**src/rtl/cpu_run_pkg.sv**
```systemverilog
// Shared types and stop-cause codes for the CPU run/step controller.
package cpu_run_pkg;

  typedef enum logic [1:0] {
    ST_IDLE   = 2'd0,
    ST_RUN    = 2'd1,
    ST_STEP   = 2'd2,
    ST_FINISH = 2'd3
  } run_state_e;

  localparam logic [1:0] STOP_COUNT = 2'b00;
  localparam logic [1:0] STOP_HALT  = 2'b01;
  localparam logic [1:0] STOP_CPU   = 2'b10;
  localparam logic [1:0] STOP_ZERO  = 2'b11;

  // External Halt outranks the CPU's own halt; either outranks count expiry.
  function automatic logic [1:0] end_cause(input logic halt, input logic cpu_halted);
    if (halt)            return STOP_HALT;
    else if (cpu_halted) return STOP_CPU;
    else                 return STOP_COUNT;
  endfunction

endpackage

```
**src/rtl/run_down_counter.sv**
```systemverilog
// Remaining-cycles down-counter: loads a length, decrements on enable, flags zero.
module run_down_counter #(
  parameter int W = 8
) (
  input  logic         clk_i,
  input  logic         rst_n_i,
  input  logic         load_i,
  input  logic [W-1:0] load_val_i,
  input  logic         dec_i,
  output logic [W-1:0] cnt_o,
  output logic         zero_o
);

  logic [W-1:0] cnt_q;

  always_ff @(posedge clk_i or negedge rst_n_i) begin
    if (!rst_n_i) begin
      cnt_q <= '0;
    end else if (load_i) begin
      cnt_q <= load_val_i;
    end else if (dec_i && (cnt_q != '0)) begin
      cnt_q <= cnt_q - W'(1);
    end
  end

  assign cnt_o  = cnt_q;
  assign zero_o = (cnt_q == '0);

endmodule

```
**src/rtl/cpu_run_controller.sv**
```systemverilog
// Gates the CPU clock-enable for a bounded run, a single step, or until halted,
// then pulses Done with the stop cause and the number of enabled cycles.
module cpu_run_controller
  import cpu_run_pkg::*;
#(
  parameter int CYCLE_W     = 8,
  parameter int DEFAULT_LEN = 30
) (
  input  logic               Clock,
  input  logic               ResetN,
  input  logic               Start,
  input  logic               Step,
  input  logic               Halt,
  input  logic               UseDefault,
  input  logic [CYCLE_W-1:0] RunLen,
  input  logic               CpuHalted,
  output logic               CpuEnable,
  output logic               Busy,
  output logic               Done,
  output logic [1:0]         StopCause,
  output logic [CYCLE_W-1:0] CycleCount
);

  run_state_e         state_q;
  logic               cpu_enable_q;
  logic               busy_q;
  logic               done_q;
  logic [1:0]         stop_cause_q;
  logic [CYCLE_W-1:0] cycle_count_q;

  logic [CYCLE_W-1:0] eff_len;
  logic [CYCLE_W-1:0] rem_cnt;
  logic [CYCLE_W-1:0] cycle_inc;
  logic               rem_zero;
  logic               cnt_load;
  logic               cnt_dec;
  logic               run_last;

  assign eff_len   = ((RunLen == '0) && UseDefault) ? CYCLE_W'(DEFAULT_LEN) : RunLen;
  assign cycle_inc = (cycle_count_q == '1) ? cycle_count_q : cycle_count_q + CYCLE_W'(1);
  assign cnt_load  = (state_q == ST_IDLE) && Start;
  assign cnt_dec   = (state_q == ST_RUN);
  // The edge that consumes the last remaining cycle ends the run.
  assign run_last  = rem_zero || (rem_cnt == CYCLE_W'(1));

  run_down_counter #(.W(CYCLE_W)) u_remaining (
    .clk_i      (Clock),
    .rst_n_i    (ResetN),
    .load_i     (cnt_load),
    .load_val_i (eff_len),
    .dec_i      (cnt_dec),
    .cnt_o      (rem_cnt),
    .zero_o     (rem_zero)
  );

  always_ff @(posedge Clock or negedge ResetN) begin
    if (!ResetN) begin
      state_q       <= ST_IDLE;
      cpu_enable_q  <= 1'b0;
      busy_q        <= 1'b0;
      done_q        <= 1'b0;
      stop_cause_q  <= STOP_COUNT;
      cycle_count_q <= '0;
    end else begin
      done_q <= 1'b0;
      case (state_q)
        ST_IDLE: begin
          if (Start) begin
            cycle_count_q <= '0;
            if (eff_len == '0) begin
              state_q      <= ST_FINISH;
              done_q       <= 1'b1;
              stop_cause_q <= STOP_ZERO;
            end else begin
              state_q      <= ST_RUN;
              cpu_enable_q <= 1'b1;
              busy_q       <= 1'b1;
              stop_cause_q <= STOP_COUNT;
            end
          end else if (Step) begin
            state_q       <= ST_STEP;
            cpu_enable_q  <= 1'b1;
            busy_q        <= 1'b1;
            stop_cause_q  <= STOP_COUNT;
            cycle_count_q <= '0;
          end
        end
        ST_RUN: begin
          cycle_count_q <= cycle_inc;
          if (Halt || CpuHalted || run_last) begin
            state_q      <= ST_FINISH;
            cpu_enable_q <= 1'b0;
            busy_q       <= 1'b0;
            done_q       <= 1'b1;
            stop_cause_q <= end_cause(Halt, CpuHalted);
          end
        end
        ST_STEP: begin
          cycle_count_q <= cycle_inc;
          state_q       <= ST_FINISH;
          cpu_enable_q  <= 1'b0;
          busy_q        <= 1'b0;
          done_q        <= 1'b1;
          stop_cause_q  <= end_cause(Halt, CpuHalted);
        end
        default: begin
          state_q <= ST_IDLE;
        end
      endcase
    end
  end

  assign CpuEnable  = cpu_enable_q;
  assign Busy       = busy_q;
  assign Done       = done_q;
  assign StopCause  = stop_cause_q;
  assign CycleCount = cycle_count_q;

endmodule

```
**config.mk**
```make
export PLATFORM = sky130hd
export DESIGN_NAME = cpu_run_controller
export DESIGN_NICKNAME = d
export VERILOG_FILES = /design/src/rtl/cpu_run_pkg.sv /design/src/rtl/run_down_counter.sv /design/src/rtl/cpu_run_controller.sv
export SDC_FILE = /design/constraint.sdc
export NUM_CORES = 1
export LEC_CHECK = 0
export CELL_PAD_IN_SITES_DETAIL_PLACEMENT = 0
export CELL_PAD_IN_SITES_GLOBAL_PLACEMENT = 2
export CORE_UTILIZATION = 32
export CTS_BUF_LIST = sky130_fd_sc_hd__clkbuf_4
export CTS_CLUSTER_DIAMETER = 120
export DETAILED_ROUTE_END_ITERATION = 7
export PLACE_DENSITY = 0.92
export SLEW_MARGIN = 20
export SYNTH_ARGS = -nofsm -noshare
export SYNTH_HDL_FRONTEND = slang
export SYNTH_SLANG_ARGS = --single-unit
```
**constraint.sdc**
```tcl
create_clock -name Clock -period 3.2 [get_ports Clock]
set_clock_uncertainty 0.15 [all_clocks]
set_input_delay 0.64 -clock Clock [delete_from_list [all_inputs] [get_ports Clock]]
set_output_delay 0.64 -clock Clock [all_outputs]
set_load 0.01 [all_outputs]
```
Word-level counts from Yosys, hierarchy flattened
Index checks and enable logic that the tools add are counted.

Bits in registers: 22. Bits of input ports: 15. Output and inout bits: 13. Word-level logic and storage cells: 63.

Add/sub/neg operators: 2. Equality and inequality tests: 8. Muxes and demuxes: 28. Reduce and logical (&&, ||, !) cells: 19.

Operators by type and width (number): $mux W8 (6); $logic_not A8 Y1 (3); $mux W2 (10); $pmux W8 S2 (1); $pmux W2 S3 (2); $add A8 B1 Y8 const B (1); $eq A8 B1 Y1 const B (1); $eq A8 B8 Y1 const B (1); $reduce_bool A8 Y1 (1); $sub A8 B1 Y8 const B (1); $mux W1 (7); $ne A3 B3 Y1 const B (2); $pmux W1 S3 (2); $reduce_and A3 Y1 (2); $ne A2 B2 Y1 const B (2); $reduce_and A4 Y1 (1); $reduce_bool A2 Y1 (2); $logic_and A1 B1 Y1 (3); $logic_or A1 B1 Y1 (3); $reduce_bool A3 Y1 (1); $eq A2 B1 Y1 const B (1); $eq A2 B2 Y1 const B (1); $logic_not A2 Y1 (1); $reduce_and A2 Y1 (1); $reduce_or A2 Y1 (1).

Longest topological paths before layout
Word-level depth: 7. Gate-level depth with buffers: 8. Mapped depth without buffers: 6.

Hierarchy
Synthesis repeated with hierarchy kept, for this count alone.

Cell total of the unflattened synthesis: 164. Area, all modules: 1486.4 um2.

By module, submodules not included: cpu_run_controller (times used 1, cells an instance 106, area each 958.4 um2, sequential area each 350.3 um2); run_down_counter (times used 1, cells an instance 58, area each 528.0 um2, sequential area each 200.2 um2).

Worst setup path before layout
OpenSTA, ideal clock, no wires.

Kind: register to register. From: register state_q[0]. To: register cycle_count_q[2], in the netlist CycleCount[2]. Setup time: 0.129 ns. Data arrival time: 1.929 ns. Data required time: 2.921 ns. Setup slack: 0.992 ns. Stages on the path, launching flop included: 9. Path buffers: 2. Clock period less this slack: 2.208 ns. Cell sequence: dfrtp_1 > inv_1 > ha_1 > clkbuf_1 > nand2_1 > o311ai_1 > clkbuf_1 > or2_2 > o21ai_0.

Longest elaborated chain between the ends: 4. Elaborated cells on any way between the ends: 9. Classes of those cells: 4 x eq/ne; 1 x mux; 4 x reduce/logical.

Ends and longest elaborated chain: start: declaration (RTL line cpu_run_controller.sv:24) `run_state_e state_q;`; start signal: assignment (RTL line cpu_run_controller.sv:58) `state_q <= ST_IDLE;`; start signal: assignment (RTL line cpu_run_controller.sv:71) `state_q <= ST_FINISH;`; start signal: assignment (RTL line cpu_run_controller.sv:75) `state_q <= ST_RUN;`; $eq A2 B2 Y1 or $eq A2 B1 Y1 (tied branches) (RTL line cpu_run_controller.sv:66) `case (state_q)`; $reduce_or A2 Y1 (no line); $ne A2 B2 Y1 (no line) or $reduce_bool A2 Y1 (tied branches); $reduce_and A3 Y1 (no line); end signal: assignment (RTL line cpu_run_controller.sv:89) `cycle_count_q <= cycle_inc;`; end signal: assignment (RTL line cpu_run_controller.sv:99) `cycle_count_q <= cycle_inc;`; end: declaration (RTL line cpu_run_controller.sv:29) `logic [CYCLE_W-1:0] cycle_count_q;`.

Parallel ways exist; a longest one is shown, timed or not. A chain may end at the register's enable or synchronous reset.

Worst setup path in the final report
From: register state_q[0]. To: register cycle_count_q[5], in the netlist CycleCount[5].

Same word-level chain as after synthesis.

==> results.toml <==
[critical_path]
endpoint_kind = "register"
startpoint_type = "register"
crit_cells = 6
cp_max_fo = 15
arrival_ns = 2.49
criticalPathCategory = "register to register"
critical_path.max_stage_delay_ns = 0.75
timing.rr.end = "CycleCount[5]"
critPathCapture = "CycleCount[5]"
critPathSlowestCell = "o311ai_2"
r2r-start = "state_q[0]"
crit_family = "compound AO/OA/AOI/OAI gates"
rrSetupSlack_ns = 0.81
required_ns = 3.30
cp.buffers_inverters = 1
startpoint = "state_q[0]"
r2r_cells = 6
crit_chain = "inv_1 -> ha_1 -> nand2_1 -> o311ai_2 -> o21ai_0 -> a21oi_1"

[floorplan]
design.core.area_sq_um = 4060
die_w_um = 67.5
dieArea_sq_um = 4560
start_util = 0.339
die_h_um = 67.5
io_pins = 28
rows = 23

[timing]
slew-limit-headroom = 0.446
report.final.slew_viol_count = 0
hold_viol_final = 0
setup_violations = 0
worst_pin_slew_ns = 0.830
fin_crit_sh = 0.747
fin_setup_tns_ns = 0
min_period_ns = 2.39
rsz0062_at_grt = "false"
setup_ws_ns = 0.811
fmax_mhz = 419

[synthesis]
synth_top_area_frac = 0.401
yosys.area.top_type = "dfrtp_1"
synth_cell_types = 36
synth.most_common_cell = "dfrtp_1"
yosys_warnings = 0
netlist_top_cells_count = "22 x dfrtp_1, 16 x a21oi_1, 13 x nor2_1"
synthTopCellsByArea = "dfrtp_1 40%, ha_1 7.3%, a21oi_1 5.8%"
synth_area_per_cell_sq_um = 9.35
yosys_register_bits = 22
synthCells = 147
yosysSeqAreaShare = 0.401
synth_edf_count = 0
synth_ff_type = "dfrtp_1"
synth_nets = 170
syn_area_sq_um = 1370
async_reset_ff_frac = 1.00

[pwr]
power.switching_w = 0.000591
leakage_nw = 0.677
seqPwrFrac = 0.346
ir_drop_mv = 0.251
clkPwrFrac = 0.093
combPwrFrac = 0.562
swShare = 0.423
p_int_w = 0.000807
power.density_nw_per_um2 = 814

[global_route]
grt_start_max_net_pins = 23
grt_pass1_vias = 1200
grt_overflow = 0
grt_usage = 0.147
grt_pass1_wl_um = 4980
grt_antenna_before_repair = 0

[clock_tree]
clk_latency_ns = 0.31
numCtsBuffers = 3
clock-root-buffer = "clkbuf_4"
cts.path.max_buffers = 2
cts_hold_buf = 0
cts.sinks = 22
cts_resized = 0
cts_tree = "yes"
clk_pin_slew_worst_paths_ns = 0.12
htree_levels = 1
cts_setup_buffers = 0

[job]
cap_violations = 0

[placement]
gp_congestion = 0.744
dp_hpwl_um = 2270
portBuffers = 27
dpl_worst_slack_ns = 0.641
dpl.cell_count = 219

[layout]
finalNetCount = 197
drive_above_1_share = 0.110
diodes = 0
fillCellCount = 393
fin_cells = 222
area_growth_pct = 25.0

[detailed_routing]
via_per_inst = 5.33
wire_per_inst_um = 13.1
antenna_left = 0
wl_um = 2910
dr_total_vias = 1183
drt_iter0_markers = 69
drc = 0
firstDrtPassIters = 4

[hold_path]
hp-class = "register to register"

[status]
status = "complete, no violations"
[logic make-up (layout without fill, tap and decap cells)]
| kind of cell | after synthesis | count (layout) | synth area share |
|---|---|---|---|
| xor+xnor | 6 | 6 | 0.0383 |
| fa+ha+maj | 8 | 8 | 0.0729 |
| simple gates | 53 | 53 | 0.209 |
| flops | 22 | 22 | 0.401 |
| compound gates | 38 | 38 | 0.179 |
| buf+inv | 13 | 38 | 0.0392 |
| mux | 7 | 7 | 0.0610 |
[routing by layer]
layer  part of all wire  vias up  global-route usage
met2               0.50       32               0.270
li1                   -      582                   -
met1               0.44      564               0.160
met5                  0        -                   0
met3              0.039        5              0.0304
met4              0.019        0              0.0638
[cells in the final DEF, fill, tap and decap left out, types with 2 or more instances in the layout]
cell,count
or2_2,5
or3_1,2
or3b_2,2
dfrtp_1,22
nor4_1,3
mux2i_1,2
clkdlybuf4s50_1,27
ha_1,8
a21oi_1,16
nand2_1,10
o31ai_1,3
nor2_1,13
xor2_1,4
nor4b_1,2
or4_1,4
mux2_4,2
o21ai_0,10
nand4_1,2
nand3_1,3
o211ai_1,4
inv_1,7
clkbuf_4,3
nand3b_1,2
mux2_2,3
xnor2_1,2
[cell type report]
cell class              instances  area (sq um)  area share
clock buffers                   3          22.5      0.0131
repair buffers                 28           278       0.162
well taps                      50          62.6      0.0364
flip-flops and latches         22           551       0.321
inverters                       7          26.3      0.0153
multi-input cells             112           777       0.453
[sequential cells by signal, summed over array words and instances, names as in the netlist]
name	count
Done	1
u_remaining.cnt_o	8
Busy	1
CycleCount	8
StopCause	2
state_q	2
[power groups by stage]
stage	combinational [W]	sequential, W	clock, W
final	0.000785	0.000483	0.000130
after global routing	0.000873	0.000500	0.000148
after CTS	0.000791	0.000483	0.000138
after detailed placement	0.000788	0.000490	0
after global placement	0.000757	0.000482	0
after floorplan	0.000545	0.000491	0
[through the flow]
| step | cell area [sq um] | total power, W | hold slack [ns] | util |
|---|---|---|---|---|
| global route | 1720 | 0.00152 | 0.400 | 0.423 |
| detailed placement | 1690 | 0.00128 | 0.355 | 0.418 |
| finish | 1720 | 0.00140 | 0.372 | 0.423 |
| floorplan | 1370 | 0.00104 | 0.194 | - |
| global placement | 1690 | 0.00124 | 0.340 | 0.416 |
| CTS | 1720 | 0.00141 | 0.386 | 0.423 |
[worst min-delay path by stage]
| stage | endpoint | startpoint | cells past startpoint | slack [ns] |
|---|---|---|---|---|
| 2_1_floorplan | Busy | ResetN | 0 | 0.19 |
| 3_3_place_gp | StopCause[1] | StopCause[1] | 1 | 0.34 |
| 3_5_place_dp | StopCause[1] | StopCause[1] | 1 | 0.36 |
| 4_1_cts | StopCause[0] | StopCause[0] | 1 | 0.39 |
| 5_1_grt | StopCause[1] | StopCause[1] | 1 | 0.40 |
| 6_report | StopCause[0] | StopCause[0] | 1 | 0.37 |
(Power assumes the default switching activity.)
